--- src/rtl/ci_pkg.sv ---
// Shared definitions for the CI media-interface transmit path.
package ci_pkg;
  localparam int unsigned PKT_LEN      = 188;
  localparam logic [7:0]  TS_SYNC_BYTE = 8'h47;

  typedef enum logic [1:0] {
    IDLE,
    SEND,
    GAP
  } tx_state_t;
endpackage

--- src/rtl/ci_mdo_fifo.sv ---
// Byte FIFO with a speculative write pointer and a commit pointer; the reader
// only ever consumes committed bytes, rewind discards the uncommitted tail.
module ci_mdo_fifo #(
  parameter int unsigned DEPTH = 256
) (
  input  logic                     clk,
  input  logic                     rst_sync,
  input  logic                     i_wr_en,
  input  logic [7:0]               i_wr_data,
  input  logic                     i_rewind,
  input  logic                     i_commit,
  input  logic                     i_rd_en,
  output logic [7:0]               o_rd_data,
  output logic [$clog2(DEPTH):0]   o_level
);
  localparam int unsigned AW = $clog2(DEPTH);

  logic [7:0] r_mem [DEPTH];
  logic [AW:0] r_wr, r_cm, r_rd;
  logic [AW:0] w_wr_base, w_wr_nxt;

  // A rewind and the first byte of the replacement packet share one cycle.
  assign w_wr_base = i_rewind ? r_cm : r_wr;
  assign w_wr_nxt  = w_wr_base + (AW+1)'(i_wr_en);

  always_ff @(posedge clk) begin
    if (i_wr_en) r_mem[w_wr_base[AW-1:0]] <= i_wr_data;
  end

  always_ff @(posedge clk or negedge rst_sync) begin
    if (!rst_sync) begin
      r_wr <= '0;
      r_cm <= '0;
      r_rd <= '0;
    end else begin
      r_wr <= w_wr_nxt;
      if (i_commit) r_cm <= w_wr_nxt;
      if (i_rd_en)  r_rd <= r_rd + 1'b1;
    end
  end

  assign o_rd_data = r_mem[r_rd[AW-1:0]];
  assign o_level   = r_wr - r_rd;
endmodule

--- src/rtl/ci_mdo_transmitter.sv ---
// CI media-data-output transmitter: buffers whole 188-byte packets and drives them
// on MDO/MCLKO/MOVAL/MOSTRT. Define CI_MDO_GAP_EN for idle periods between packets.
module ci_mdo_transmitter
  import ci_pkg::*;
#(
  parameter int unsigned CLK_DIV    = 4,
  parameter int unsigned FIFO_DEPTH = 256,
  parameter int unsigned GAP_TICKS  = 4
) (
  input  logic                        clk,
  input  logic                        rst_sync,
  input  logic                        enable,
  input  logic [7:0]                  s_data,
  input  logic                        s_valid,
  input  logic                        s_start,
  output logic                        s_ready,
  output logic [7:0]                  ci_mdo,
  output logic                        ci_mclko,
  output logic                        ci_moval,
  output logic                        ci_mostrt,
  output logic [$clog2(FIFO_DEPTH):0] fifo_level,
  output logic [15:0]                 pkt_count,
  output logic [7:0]                  drop_count
);
  localparam int unsigned CW = (CLK_DIV > 2) ? $clog2(CLK_DIV) : 1;
  localparam int unsigned IW = $clog2(PKT_LEN);
  localparam int unsigned PW = $clog2(FIFO_DEPTH / PKT_LEN + 2);

  if (CLK_DIV < 2 || (CLK_DIV % 2) != 0 || FIFO_DEPTH < PKT_LEN || GAP_TICKS < 1) begin : g_bad_param
    $error("ci_mdo_transmitter: invalid parameter set");
  end

  logic          w_accept, w_idx0, w_wr, w_rewind, w_commit, w_unframed;
  logic [IW-1:0] r_idx;
  logic          r_unf, r_live;
  logic [7:0]    r_drop;
  logic [7:0]    w_rd_data;
  logic          w_rd;

  assign w_accept   = s_valid && s_ready;
  assign w_idx0     = (r_idx == '0);
  assign w_wr       = w_accept && (s_start || !w_idx0);
  assign w_rewind   = w_accept && s_start && !w_idx0;
  assign w_commit   = w_accept && !s_start && (r_idx == IW'(PKT_LEN - 1));
  assign w_unframed = w_accept && !s_start && w_idx0;

  ci_mdo_fifo #(.DEPTH(FIFO_DEPTH)) u_fifo (
    .clk       (clk),
    .rst_sync  (rst_sync),
    .i_wr_en   (w_wr),
    .i_wr_data (s_data),
    .i_rewind  (w_rewind),
    .i_commit  (w_commit),
    .i_rd_en   (w_rd),
    .o_rd_data (w_rd_data),
    .o_level   (fifo_level)
  );

  assign s_ready = r_live && (fifo_level != ($clog2(FIFO_DEPTH)+1)'(FIFO_DEPTH));

  // A run of unframed bytes is a contiguous stretch of accepted unframed cycles.
  always_ff @(posedge clk or negedge rst_sync) begin
    if (!rst_sync) begin
      r_idx  <= '0;
      r_unf  <= 1'b0;
      r_drop <= '0;
      r_live <= 1'b0;
    end else begin
      r_live <= 1'b1;
      r_unf  <= w_unframed;
      if (w_accept && s_start) r_idx <= IW'(1);
      else if (w_commit)       r_idx <= '0;
      else if (w_wr)           r_idx <= r_idx + 1'b1;
      if (((w_unframed && !r_unf) || w_rewind) && r_drop != 8'hFF) r_drop <= r_drop + 1'b1;
    end
  end

  logic [CW-1:0] r_cnt, w_cnt_nxt;
  logic          w_tick, r_mclko;

  assign w_tick    = (r_cnt == CW'(CLK_DIV - 1));
  assign w_cnt_nxt = w_tick ? '0 : r_cnt + 1'b1;

  always_ff @(posedge clk or negedge rst_sync) begin
    if (!rst_sync) begin
      r_cnt   <= '0;
      r_mclko <= 1'b0;
    end else begin
      r_cnt   <= w_cnt_nxt;
      r_mclko <= (w_cnt_nxt >= CW'(CLK_DIV / 2));
    end
  end

  tx_state_t     r_state;
  logic [IW-1:0] r_ridx;
  logic [PW-1:0] r_pkts;
  logic [7:0]    r_mdo;
  logic          r_moval, r_mostrt;
  logic [15:0]   r_pkt_cnt;
  logic          w_pkt_end, w_may_start, w_start, w_last_rd;

  // In SEND, r_ridx==0 marks the period right after the last byte.
  assign w_pkt_end = (r_state == SEND) && (r_ridx == '0);
`ifdef CI_MDO_GAP_EN
  localparam int unsigned GW = $clog2(GAP_TICKS + 1);
  logic [GW-1:0] r_gap;
  assign w_may_start = (r_state == IDLE) || ((r_state == GAP) && (r_gap == GW'(GAP_TICKS - 1)));
`else
  assign w_may_start = (r_state == IDLE) || w_pkt_end;
`endif
  assign w_start   = w_tick && w_may_start && enable && (r_pkts != '0);
  assign w_rd      = w_start || (w_tick && (r_state == SEND) && (r_ridx != '0));
  assign w_last_rd = w_tick && (r_state == SEND) && (r_ridx == IW'(PKT_LEN - 1));

  always_ff @(posedge clk or negedge rst_sync) begin
    if (!rst_sync) begin
      r_pkts <= '0;
    end else if (w_commit && !w_last_rd) begin
      r_pkts <= r_pkts + 1'b1;
    end else if (w_last_rd && !w_commit) begin
      r_pkts <= r_pkts - 1'b1;
    end
  end

  always_ff @(posedge clk or negedge rst_sync) begin
    if (!rst_sync) begin
      r_state   <= IDLE;
      r_ridx    <= '0;
      r_mdo     <= '0;
      r_moval   <= 1'b0;
      r_mostrt  <= 1'b0;
      r_pkt_cnt <= '0;
`ifdef CI_MDO_GAP_EN
      r_gap     <= '0;
`endif
    end else if (w_tick) begin
      if (w_pkt_end) r_pkt_cnt <= r_pkt_cnt + 1'b1;
      if (w_start) begin
        r_mdo    <= w_rd_data;
        r_moval  <= 1'b1;
        r_mostrt <= 1'b1;
        r_ridx   <= IW'(1);
        r_state  <= SEND;
      end else begin
        case (r_state)
          SEND: begin
            r_mostrt <= 1'b0;
            if (r_ridx != '0) begin
              r_mdo  <= w_rd_data;
              r_ridx <= (r_ridx == IW'(PKT_LEN - 1)) ? '0 : r_ridx + 1'b1;
            end else begin
              r_moval <= 1'b0;
`ifdef CI_MDO_GAP_EN
              r_gap   <= '0;
              r_state <= GAP;
`else
              r_state <= IDLE;
`endif
            end
          end
`ifdef CI_MDO_GAP_EN
          GAP: begin
            r_moval <= 1'b0;
            if (r_gap == GW'(GAP_TICKS - 1)) r_state <= IDLE;
            else                             r_gap   <= r_gap + 1'b1;
          end
`endif
          default: begin
            r_moval  <= 1'b0;
            r_mostrt <= 1'b0;
            r_state  <= IDLE;
          end
        endcase
      end
    end
  end

  assign ci_mdo     = r_mdo;
  assign ci_mclko   = r_mclko;
  assign ci_moval   = r_moval;
  assign ci_mostrt  = r_mostrt;
  assign pkt_count  = r_pkt_cnt;
  assign drop_count = r_drop;
endmodule

--- config.mk ---
export PLATFORM = sky130hd
export DESIGN_NAME = ci_mdo_transmitter
export DESIGN_NICKNAME = d
export VERILOG_FILES = /design/src/rtl/ci_pkg.sv /design/src/rtl/ci_mdo_fifo.sv /design/src/rtl/ci_mdo_transmitter.sv
export SDC_FILE = /design/constraint.sdc
export NUM_CORES = 2
export LEC_CHECK = 0
export ABC_AREA = 1
export CAP_MARGIN = 30
export CELL_PAD_IN_SITES_DETAIL_PLACEMENT = 0
export CELL_PAD_IN_SITES_GLOBAL_PLACEMENT = 2
export CORE_MARGIN = 1.5
export CORE_UTILIZATION = 45
export CTS_CLUSTER_DIAMETER = 40
export DETAILED_ROUTE_END_ITERATION = 10
export PLACE_DENSITY = 0.84
export SYNTH_ARGS = -nofsm -noshare
export SYNTH_HDL_FRONTEND = slang
export SYNTH_SLANG_ARGS = --single-unit
--- constraint.sdc ---
create_clock -name clk -period 7.7 [get_ports clk]
set_clock_uncertainty 0.2 [all_clocks]
set_input_delay 1.155 -clock clk [delete_from_list [all_inputs] [get_ports clk]]
set_output_delay 1.155 -clock clk [all_outputs]
set_load 0.05 [all_outputs]
==> results.ini <==
[status]
outcome=finished with violations
violations=slew limit

[timing]
period_needed_ps=5970
finalSetupTns_ps=0
finalCritPeriodShare_pct=77.5
rsz0062_at_grt=false
slew_violations=68
hold_viol_final=0
max_clock_freq_mhz=168
tightest_slew_ps=1530
finalSetupViolCount=0
relSlewSlack_pct=-1.88

[cts]
ctsHtreeMaxLevel=5
clk_pin_slew_ps=60
clock_path_buffers=4
clock-sinks=2131
cts_resized=0
cts_tree=built
cts_root_buffer=clkbuf_16
cts_made_buffers=286
clk_latency_ps=930

[min_path]
hp-class=reg2reg
min_from=r_cnt[0]
min_to=r_cnt[0]
hold_depth=1

[detailed_routing]
routedWlPerCell_um=26.2
ant_nets=0
firstDrtPassIters=5
drt_iter0_drc=6552
viasPerCell=5.96
drc_errors=0
via_count=55200
routed_wl_um=243000

[setup_path]
crit_type=reg2reg
critPathLaunchType=flip-flop
crit_fanout=46
crit_path_end_kind=flip-flop
timing.rr.end=u_fifo.r_mem[71][6]
crit_required_ps=8010
ff2ff_setup_slack_ps=1730
rr_startpoint=u_fifo.r_rd[2]
crit_arrival_ps=6270
rr_worst_depth=19

[synth]
ys.flop_type=edfxtp_1
ys_seq_area_share_pct=74.7
ys_types=52
synthCells=6609
syn_area_um2=85100
synth_fp_nets=6641
synth.ff_latch_count=2131
yosys_warnings=0
syn_avg_cell_area_um2=12.9
async_flop_share_pct=3.89
synth_edf_count=2048

[global_route]
gr-usage-all-layers_pct=24.9
grt_pass1_vias=53900
grt_pass1_wl_um=355000
antenna_found_initial=7
grt-ovfl-total=0
grt_max_degree=218

[floorplanning]
dieArea_um2=192000
start_util_pct=45.3
chipWidth_um=438
rows=159
io_pins=58
die_y_um=438
core-area_um2=188000

[final_layout]
syn2layout_area_growth_pct=14.2
drive_above_1_share_pct=8.59
filler_cell_count=15800
layout_commonest_cell=edfxtp_1
layout_common_cells=edfxtp_1, nor2_1, o21ai_0
layout.nets=6599
multi_input_area_um2=19300
finalInstanceArea_um2=97100
regArea_um2=63600

[place]
numPortBuffers=57
place.gp.congestion=0.874
dpl.hpwl_um=137000
place_area_um2=87900

[power]
power.density_nw_per_um2=276
power.total_mw=26.8
power.leakage_nw=30.6
ir_worst_vdd_mv=0.239

[flow_run]
drv_cap=0

flip-flops by register name, indices dropped and copies added, names as in the netlist:
name / flops
pkt_count: 16
r_live: 1
ci_mostrt: 1
u_fifo.r_mem: 2048
ci_mdo: 8
r_state: 1
u_fifo.r_rd: 9
drop_count: 8
u_fifo.r_wr: 9
r_cnt: 2
r_unf: 1
r_pkts: 2
r_ridx: 8
r_idx: 8
u_fifo.r_cm: 9
worst max-delay path, cell delays in order (launching register included):
cell	delay, ps
dfrtp_4	880
inv_4	330
ha_1	540
nand2_1	90
nand2_1	100
nand3_1	100
nand2_1	80
nand2_1	50
nand2_1	100
nor2_1	70
nand3_2	130
nand4_4	160
nor2_2	260
nand2_1	100
nand2_2	110
inv_2	80
nor3_4	230
nand3_2	720
buf_4	540
nor2_1	670
logic make-up after synthesis:
logic type | Yosys count | synth area share [%]
flip-flops | 2131 | 74.7
AND/OR/NAND/NOR | 2121 | 10.2
AO/OA/AOI/OAI | 1736 | 11.8
buffers and inverters | 564 | 2.62
XOR/XNOR | 37 | 0.381
adder cells (fa/ha/maj) | 19 | 0.288
other | 1 | 0.00441
final cells by class:
| class | count | area share, % |
|---|---|---|
| Sequential cell | 2131 | 65.5 |
| Multi-Input combinational cell | 3914 | 19.8 |
| Clock buffer | 318 | 7.67 |
| Tap cell | 2495 | 3.21 |
| Clock inverter | 167 | 1.80 |
| Timing Repair Buffer | 138 | 1.61 |
| Inverter | 96 | 0.399 |
| Antenna cell | 2 | 0.00515 |
through the flow:
step / util [%] / instances / setup WS, ps / hold slack (ps)
2_1_floorplan: - / 6609 / 2770 / 201
3_3_place_gp: 46.7 / 8765 / 1740 / 213
3_5_place_dp: 46.8 / 8772 / 1820 / 226
4_1_cts: 51.7 / 9258 / 1770 / 233
5_1_grt: 51.7 / 9259 / 1450 / 256
6_report: 51.7 / 9261 / 1730 / 228
where the power goes:
group          leakage [nW]  total (mW)  switching (mW)  internal, mW
sequential             19.5        12.8          0.0420          12.8
clock                  4.47        12.8            5.03          7.81
combinational          6.66        1.12           0.903         0.214
layer usage:
layer	up-vias	part of all wire, %	track usage (%)
met5	-	0.014	0
met4	4	3.2	8.98
met3	424	8.4	4.46
met2	2753	46	38.8
met1	27500	42	35.3
li1	24500	-	-
synth_stat cells, types with 8 or more instances:
cell type / instances / area, µm²
edfxtp_1: 2048 / 61500
nor2_1: 1364 / 5120
o21ai_0: 1046 / 5240
clkbuf_1: 394 / 1480
nand2_1: 378 / 1420
nand3_1: 314 / 1570
o22ai_1: 306 / 1910
o221ai_1: 197 / 1730
a21oi_1: 103 / 515
inv_1: 85 / 319
dfrtp_1: 83 / 2080
o211ai_1: 58 / 435
buf_2: 41 / 205
xor2_1: 29 / 254
buf_1: 23 / 86.3
ha_1: 18 / 225
a31oi_1: 11 / 68.8
nand2_2: 11 / 68.8
nand4_1: 11 / 68.8
xnor2_1: 8 / 70.1
how the worst max path moves through the flow:
stage,endpoint,slack [ps],from
after detailed placement,u_fifo.r_mem[71][2],1820,u_fifo.r_rd[2]
after global placement,u_fifo.r_mem[116][1],1740,u_fifo.r_rd[2]
after CTS,u_fifo.r_mem[71][6],1770,u_fifo.r_rd[2]
after floorplan,r_pkts[1],2770,u_fifo.r_rd[2]
final,u_fifo.r_mem[71][6],1730,u_fifo.r_rd[2]
after global routing,u_fifo.r_mem[71][6],1450,u_fifo.r_rd[2]
what timing repair did:
item / 4_1_cts / 5_1_grt
endpoints found under the hold margin: 34 / 0
setup buffers: 0 / 0
hold buffers: 1 / 0
No activity file was read; power rests on OpenSTA's default activity.
